===== config.mk =====
export PLATFORM = sky130hd
export DESIGN_NAME = stream_pixel_unpacker
export DESIGN_NICKNAME = d
export VERILOG_FILES = /design/src/rtl/video_pkg.sv /design/src/rtl/line_word_counter.sv /design/src/rtl/stream_pixel_unpacker.sv
export SDC_FILE = /design/constraint.sdc
export NUM_CORES = 1
export LEC_CHECK = 0
export CAP_MARGIN = 0
export CORE_ASPECT_RATIO = 2
export CORE_MARGIN = 3
export CORE_UTILIZATION = 50
export CTS_CLUSTER_DIAMETER = 100
export CTS_CLUSTER_SIZE = 30
export DETAILED_ROUTE_END_ITERATION = 10
export GPL_ROUTABILITY_DRIVEN = 0
export PLACE_DENSITY = 0.74
export SLEW_MARGIN = 20
export SYNTH_ARGS = -nofsm -noshare
export SYNTH_HDL_FRONTEND = slang
export SYNTH_SLANG_ARGS = --single-unit

===== constraint.sdc =====
create_clock -name aclk -period 3.59 [get_ports aclk]
set_input_delay 0.718 -clock aclk [delete_from_list [all_inputs] [get_ports aclk]]
set_output_delay 0.718 -clock aclk [all_outputs]
set_load 0.005 [all_outputs]

===== src/rtl/video_pkg.sv =====
// Shared video geometry defaults, unpacker state encoding, the 24-bit pixel type
// and the saturating error-counter update rule.
package video_pkg;
  localparam int unsigned X_SIZE_DEF = 640;
  localparam int unsigned Y_SIZE_DEF = 480;

  typedef enum logic [2:0] {WAIT_SOF, PH0, PH1, PH2, FLUSH} unpack_state_e;

  typedef struct packed {
    logic [7:0] r;
    logic [7:0] g;
    logic [7:0] b;
  } pixel_t;

  function automatic int unsigned words_per_line(input int unsigned x_size);
    return x_size * 3 / 4;
  endfunction

  // A new error in the clearing cycle leaves the count at one.
  function automatic logic [15:0] err_cnt_next(input logic [15:0] cnt, input logic clr,
                                               input logic hit);
    if (hit) return clr ? 16'd1 : ((cnt == 16'hFFFF) ? cnt : cnt + 16'd1);
    return clr ? 16'd0 : cnt;
  endfunction
endpackage


===== src/rtl/line_word_counter.sv =====
// Counts accepted words within a line; last_o marks that the next word should carry tlast.
// Registered count, combinational flag; no flow control of its own.
module line_word_counter #(
  parameter int unsigned WORDS = 480
) (
  input  logic clk_i,
  input  logic rst_ni,
  input  logic inc_i,
  input  logic sof_i,
  output logic last_o
);
  localparam int unsigned CW = (WORDS > 2) ? $clog2(WORDS) : 2;

  logic [CW-1:0] cnt_q, cnt_d;

  assign last_o = (cnt_q == CW'(WORDS - 1));

  always_comb begin
    cnt_d = cnt_q;
    if (inc_i) begin
      if (sof_i)       cnt_d = CW'(1);  // the frame-start word itself is word 0
      else if (last_o) cnt_d = '0;
      else             cnt_d = cnt_q + CW'(1);
    end
  end

  always_ff @(posedge clk_i) begin
    if (!rst_ni) cnt_q <= '0;
    else         cnt_q <= cnt_d;
  end
endmodule


===== src/rtl/stream_pixel_unpacker.sv =====
// Unpacks 3x32-bit words into 4 RGB888 pixels with x/y tagging; pixel one cycle after word accept,
// tready drops in FLUSH or while the output is stalled. UNPACKER_ERR_CNT_EN adds error counters.
module stream_pixel_unpacker
  import video_pkg::*;
#(
  parameter int unsigned X_SIZE = X_SIZE_DEF,
  parameter int unsigned Y_SIZE = Y_SIZE_DEF
) (
  input  logic        aclk,
  input  logic        aresetn,
  input  logic [31:0] in_stream_tdata,
  input  logic [3:0]  in_stream_tkeep,
  input  logic        in_stream_tlast,
  input  logic        in_stream_tuser,
  input  logic        in_stream_tvalid,
  output logic        in_stream_tready,
  output logic [7:0]  r,
  output logic [7:0]  g,
  output logic [7:0]  b,
  output logic [9:0]  x,
  output logic [8:0]  y,
  output logic        pix_sof,
  output logic        pix_eol,
  output logic        pix_valid,
  input  logic        pix_ready,
  output logic        frame_done,
  output logic        err_sof,
  output logic        err_eol,
  input  logic        clr_err
`ifdef UNPACKER_ERR_CNT_EN
  ,
  output logic [15:0] err_sof_cnt,
  output logic [15:0] err_eol_cnt
`endif
);
  localparam logic [9:0] X_LAST = 10'(X_SIZE - 1);
  localparam logic [8:0] Y_LAST = 9'(Y_SIZE - 1);

  unpack_state_e state_q, state_d;
  pixel_t        pix_q, pix_d, emit_pix;
  logic [23:0]   hold_q, hold_d;
  logic          pix_vld_q, pix_vld_d;
  logic [9:0]    x_q, x_d, cx_q, cx_d, pos_x;
  logic [8:0]    y_q, y_d, cy_q, cy_d, pos_y;
  logic          sof_q, sof_d, eol_q, eol_d;
  logic          frame_done_q, frame_done_d;
  logic          err_sof_q, err_sof_d, err_eol_q, err_eol_d;
  logic          can_load, acc, restart, word_in, at_origin;
  logic          wc_last, exp_last, sof_bad, eol_bad, emit;
  logic          unused_tkeep;

  assign unused_tkeep = ^in_stream_tkeep;

  assign can_load         = !pix_vld_q || pix_ready;
  assign in_stream_tready = aresetn && can_load && (state_q != FLUSH);
  assign acc              = in_stream_tvalid && in_stream_tready;
  assign restart          = acc && in_stream_tuser;
  // WAIT_SOF swallows everything except a frame-start word.
  assign word_in          = acc && ((state_q != WAIT_SOF) || in_stream_tuser);
  assign at_origin        = (cx_q == '0) && (cy_q == '0);
  assign sof_bad          = restart && ((state_q == PH1) || (state_q == PH2) ||
                                        ((state_q == PH0) && !at_origin));
  assign exp_last         = !restart && wc_last;
  assign eol_bad          = word_in && (in_stream_tlast != exp_last);

  line_word_counter #(
    .WORDS(words_per_line(X_SIZE))
  ) u_line_word_counter (
    .clk_i (aclk),
    .rst_ni(aresetn),
    .inc_i (word_in),
    .sof_i (restart),
    .last_o(wc_last)
  );

  always_comb begin
    state_d      = state_q;
    hold_d       = hold_q;
    pix_d        = pix_q;
    pix_vld_d    = pix_vld_q && !pix_ready;
    x_d          = x_q;
    y_d          = y_q;
    sof_d        = sof_q;
    eol_d        = eol_q;
    cx_d         = cx_q;
    cy_d         = cy_q;
    emit         = 1'b0;
    emit_pix     = pix_q;
    pos_x        = restart ? 10'd0 : cx_q;
    pos_y        = restart ? 9'd0 : cy_q;
    frame_done_d = pix_vld_q && pix_ready && (x_q == X_LAST) && (y_q == Y_LAST);
    err_sof_d    = (err_sof_q && !clr_err) || sof_bad;
    err_eol_d    = (err_eol_q && !clr_err) || eol_bad;

    if (word_in) begin
      emit = 1'b1;
      if (restart || (state_q == PH0)) begin
        emit_pix = pixel_t'(in_stream_tdata[23:0]);
        hold_d   = {16'h0, in_stream_tdata[31:24]};
        state_d  = PH1;
      end else if (state_q == PH1) begin
        emit_pix = pixel_t'({in_stream_tdata[15:0], hold_q[7:0]});
        hold_d   = {8'h0, in_stream_tdata[31:16]};
        state_d  = PH2;
      end else begin
        emit_pix = pixel_t'({in_stream_tdata[7:0], hold_q[15:0]});
        hold_d   = in_stream_tdata[31:8];
        state_d  = FLUSH;
      end
      // A tuser restart keeps the stream locked even if tlast was also wrong.
      if (eol_bad && !sof_bad) state_d = WAIT_SOF;
    end else if ((state_q == FLUSH) && can_load) begin
      emit     = 1'b1;
      emit_pix = pixel_t'(hold_q);
      state_d  = PH0;
    end

    if (emit) begin
      pix_vld_d = 1'b1;
      pix_d     = emit_pix;
      x_d       = pos_x;
      y_d       = pos_y;
      sof_d     = (pos_x == '0) && (pos_y == '0);
      eol_d     = (pos_x == X_LAST);
      if (pos_x == X_LAST) begin
        cx_d = '0;
        cy_d = (pos_y == Y_LAST) ? 9'd0 : pos_y + 9'd1;
      end else begin
        cx_d = pos_x + 10'd1;
        cy_d = pos_y;
      end
    end
  end

  always_ff @(posedge aclk) begin
    if (!aresetn) begin
      state_q      <= WAIT_SOF;
      hold_q       <= '0;
      pix_q        <= '0;
      pix_vld_q    <= 1'b0;
      x_q          <= '0;
      y_q          <= '0;
      cx_q         <= '0;
      cy_q         <= '0;
      sof_q        <= 1'b0;
      eol_q        <= 1'b0;
      frame_done_q <= 1'b0;
      err_sof_q    <= 1'b0;
      err_eol_q    <= 1'b0;
    end else begin
      state_q      <= state_d;
      hold_q       <= hold_d;
      pix_q        <= pix_d;
      pix_vld_q    <= pix_vld_d;
      x_q          <= x_d;
      y_q          <= y_d;
      cx_q         <= cx_d;
      cy_q         <= cy_d;
      sof_q        <= sof_d;
      eol_q        <= eol_d;
      frame_done_q <= frame_done_d;
      err_sof_q    <= err_sof_d;
      err_eol_q    <= err_eol_d;
    end
  end

`ifdef UNPACKER_ERR_CNT_EN
  logic [15:0] sof_cnt_q, eol_cnt_q;

  always_ff @(posedge aclk) begin
    if (!aresetn) begin
      sof_cnt_q <= '0;
      eol_cnt_q <= '0;
    end else begin
      sof_cnt_q <= err_cnt_next(sof_cnt_q, clr_err, sof_bad);
      eol_cnt_q <= err_cnt_next(eol_cnt_q, clr_err, eol_bad);
    end
  end

  assign err_sof_cnt = sof_cnt_q;
  assign err_eol_cnt = eol_cnt_q;
`endif

  assign r          = pix_q.r;
  assign g          = pix_q.g;
  assign b          = pix_q.b;
  assign x          = x_q;
  assign y          = y_q;
  assign pix_sof    = sof_q;
  assign pix_eol    = eol_q;
  assign pix_valid  = pix_vld_q;
  assign frame_done = frame_done_q;
  assign err_sof    = err_sof_q;
  assign err_eol    = err_eol_q;
endmodule


==> flow_summary.yaml <==
worst_setup_path:
  crit_type: "input pin to output pin"
  worst_setup_path_end_kind: "output pin"
  critPathMaxStageDelay_ns: 0.58
  crit-reg2reg-launch: "state_q[2]"
  timing.critical_path.buf_inv: 2
  worst_setup_path_startpoint: "pix_ready"
  worst_path_dominant_cell_family: "buffers and inverters"
  cp_common_cell: "sky130_fd_sc_hd__clkdlybuf4s50_1"
  critPathSlowestCell: "sky130_fd_sc_hd__clkdlybuf4s50_1"
  critical_path.cell_chain: "clkdlybuf4s50_1, nand2b_1, nand2_1, nor2_1, clkdlybuf4s50_1"
  critPathLaunchType: "input pin"
  critPathMaxFanout: 4
  critical_path_required_time_ns: 2.87
  crit_arrival_ns: 2.37
cts:
  clockRootBuffer: "sky130_fd_sc_hd__clkbuf_16"
  cts-hold-fix-buffers: 0
  ctsResizeCount: 0
  cts_buffers: 9
  clock_tree_from_tritoncts: "built"
  clk_pin_slew_worst_paths_ns: 0.07
  postCtsSetupRepairBufs: 0
  max_h_tree_level: 3
  clkSinkCount: 104
  clock_latency_ns: 0.35
  cts-root-to-sink-buffers: 2
yosys:
  seq_total_area_yosys_pct: 41.2
  netlist_top_cells_area: "sky130_fd_sc_hd__dfxtp_1 (41%), sky130_fd_sc_hd__nand2_1 (6.2%), sky130_fd_sc_hd__a21boi_0 (5.8%), sky130_fd_sc_hd__mux2i_1 (5.0%), sky130_fd_sc_hd__o21ai_0 (4.3%)"
  synthCells: 596
  synth_edf_count: 0
  netlist.area_leader.share_pct: 41.2
  ys_seq_elements: 104
  mappedNetlistNets: 642
  fraction_of_synthesis_flops_using_an_asynchronous_set_or_reset_pin_pct: 0
  yosys_warnings: 0
  post_synth.cell_area_avg_um2: 8.47
  synth_area_um2: 5050
  synthDominantAreaCellType: "sky130_fd_sc_hd__dfxtp_1"
  synth-main-ff-cell: "sky130_fd_sc_hd__dfxtp_1"
  yosys.cell_types.count: 59
routing:
  routed_wire_length_per_instance_um: 18.0
  remaining_drc_errors: 0
  drt-vias-per-instance: 6.04
  drtAntennaViolNets: 0
  num_vias: 4871
  detailedRoute.firstIterationViolations: 357
  routed_wl_mm: 14.5
  detail_route.first_pass.iterations: 5
layout:
  layout-area-overhead-vs-synth_pct: 26.2
  drive_above_1_share_pct: 7.41
  insertedDiodeCount: 0
  final_common_cell: "sky130_fd_sc_hd__dfxtp_1"
  final_cell_mix: "sky130_fd_sc_hd__dfxtp_1 (104), sky130_fd_sc_hd__clkdlybuf4s50_1 (87), sky130_fd_sc_hd__nand2_1 (84), sky130_fd_sc_hd__o21ai_0 (42), sky130_fd_sc_hd__nand3_1 (41)"
  final_design_area_no_fill_um2: 6370
  nets: 716
power:
  leakage_nw: 2.15
  vdd.ir_drop.worst_mv: 0.298
  power.density_nw_per_um2: 407
sta:
  fin_worst_skew_ns: 0.00888
  timing_worst_slew_pin_value_ns: 1.03
  fin_crit_sh_pct: 86.0
  timing.fmax_mhz: 324
  timing_hold_violations_final: 0
  setup-violations-final: 0
  timing.final.crit_period_ns: 3.09
  slew-limit-headroom_pct: 31.2
  rsz_0062_raised_after_global_routing: "no"
  setup_tns_ns: 0
  maxSlewViolCount: 0
placed_design:
  placedInstanceArea_um2: 6070
  place_hpwl_mm: 10.4
  io_port_bufs: 88
global_routing:
  grtUsageTotal_pct: 25.4
  antenna_found_initial: 0
  overflow: 0
  grt_pass1_wl_mm: 23.3
  first_global_vias: 4834
  largest_net_degree_at_the_start_of_global_routing: 66
floorplan:
  die-area_um2: 11400
  floorplan.die.height_um: 148
  floorplan.rows: 51
  initial_core_util_pct: 51.7
  pin_count: 93
  coreArea_um2: 9760
  die_width_um: 77.0
worst_hold_path:
  hold_path_startpoint: "y[5]"
  hold_path_class: "flip-flop to flip-flop"
job:
  number_of_max_capacitance_violations_reported: 0
status:
  status: "completed"
## final timing paths
check / depth (start not counted) / end / slack, ns
worst max register to register: 6 / r[2] / 1.06
worst min register to register: 1 / frame_done / 0.45
worst min-delay path: 1 / frame_done / 0.45
worst max-delay path: 5 / in_stream_tready / 0.50
## where the power goes
group	switching (mW)	total, mW	internal [mW]
combinational	0.177	0.341	0.164
clock	0.456	1.02	0.566
sequential	0.0325	1.23	1.19
## kinds of logic (layout without fill, tap and decap cells)
family                   count (synthesis)  after routing  share of synthesized area (%)
flip-flops                             104            104                           41.2
adder cells (fa/ha/maj)                  3              3                          0.744
buffers and inverters                   49            128                           4.44
multiplexers                            25             25                           4.96
AO/OA/AOI/OAI                          186            186                           25.1
XOR/XNOR                                 6              6                           1.04
AND/OR/NAND/NOR                        223            223                           22.5
## cell type report
| cell class | count | area, um2 |
|---|---|---|
| clock buffers | 11 | 243 |
| clock inverters | 5 | 62.6 |
| fillers | 842 | 3390 |
| inverters | 3 | 11.3 |
| multi-input cells | 443 | 2760 |
| flip-flops and latches | 104 | 2080 |
| well taps | 132 | 165 |
| repair buffers | 109 | 1050 |
## worst reg2reg max path, cell delays in order, from the launching register on
cell and delay (ns):
sky130_fd_sc_hd__dfxtp_1 0.56, sky130_fd_sc_hd__nor3b_1 0.71, sky130_fd_sc_hd__o21a_1 0.35, sky130_fd_sc_hd__buf_4 0.22
sky130_fd_sc_hd__o31ai_1 0.23, sky130_fd_sc_hd__a21o_1 0.22, sky130_fd_sc_hd__a21boi_0 0.17
## state kept, by name (all words and copies together) (netlist names)
register                   flops
hold_q                        24
state_q                        3
pix_sof                        1
y                              9
b                              8
pix_valid                      1
g                              8
x                             10
u_line_word_counter.cnt_q      9
err_eol                        1
cy_q                           9
cx_q                          10
frame_done                     1
err_sof                        1
r                              8
pix_eol                        1
## synth_stat cells (all sizes together) (10+ instances only)
cell / number
nand2: 85
and2: 13
a21oi: 28
nand3: 41
nor2: 19
o21ai: 45
a22oi: 26
dfxtp: 104
mux2i: 25
buf: 27
nand4: 10
clkbuf: 19
a21boi: 43
## routing by layer
layer,vias up,share of wire (%),global-route usage (%)
li1,2333,-,-
met1,2296,36,25.9
met2,202,55,48.5
met3,40,4.8,3.94
met4,0,4.6,14.0
met5,-,0,0
## through the flow
step	setup slack [ns]	util, %	hold slack [ns]	cells	power [mW]
finish	0.504	65.3	0.448	807	2.59
global route	0.471	65.3	0.492	807	2.68
CTS	0.507	65.3	0.454	807	2.60
detailed placement	0.422	62.1	0.444	791	1.59
global placement	0.513	62.1	0.433	791	1.59
floorplan	0.738	-	0.440	596	1.42
Note: power is estimated with default switching activity, not from simulation.
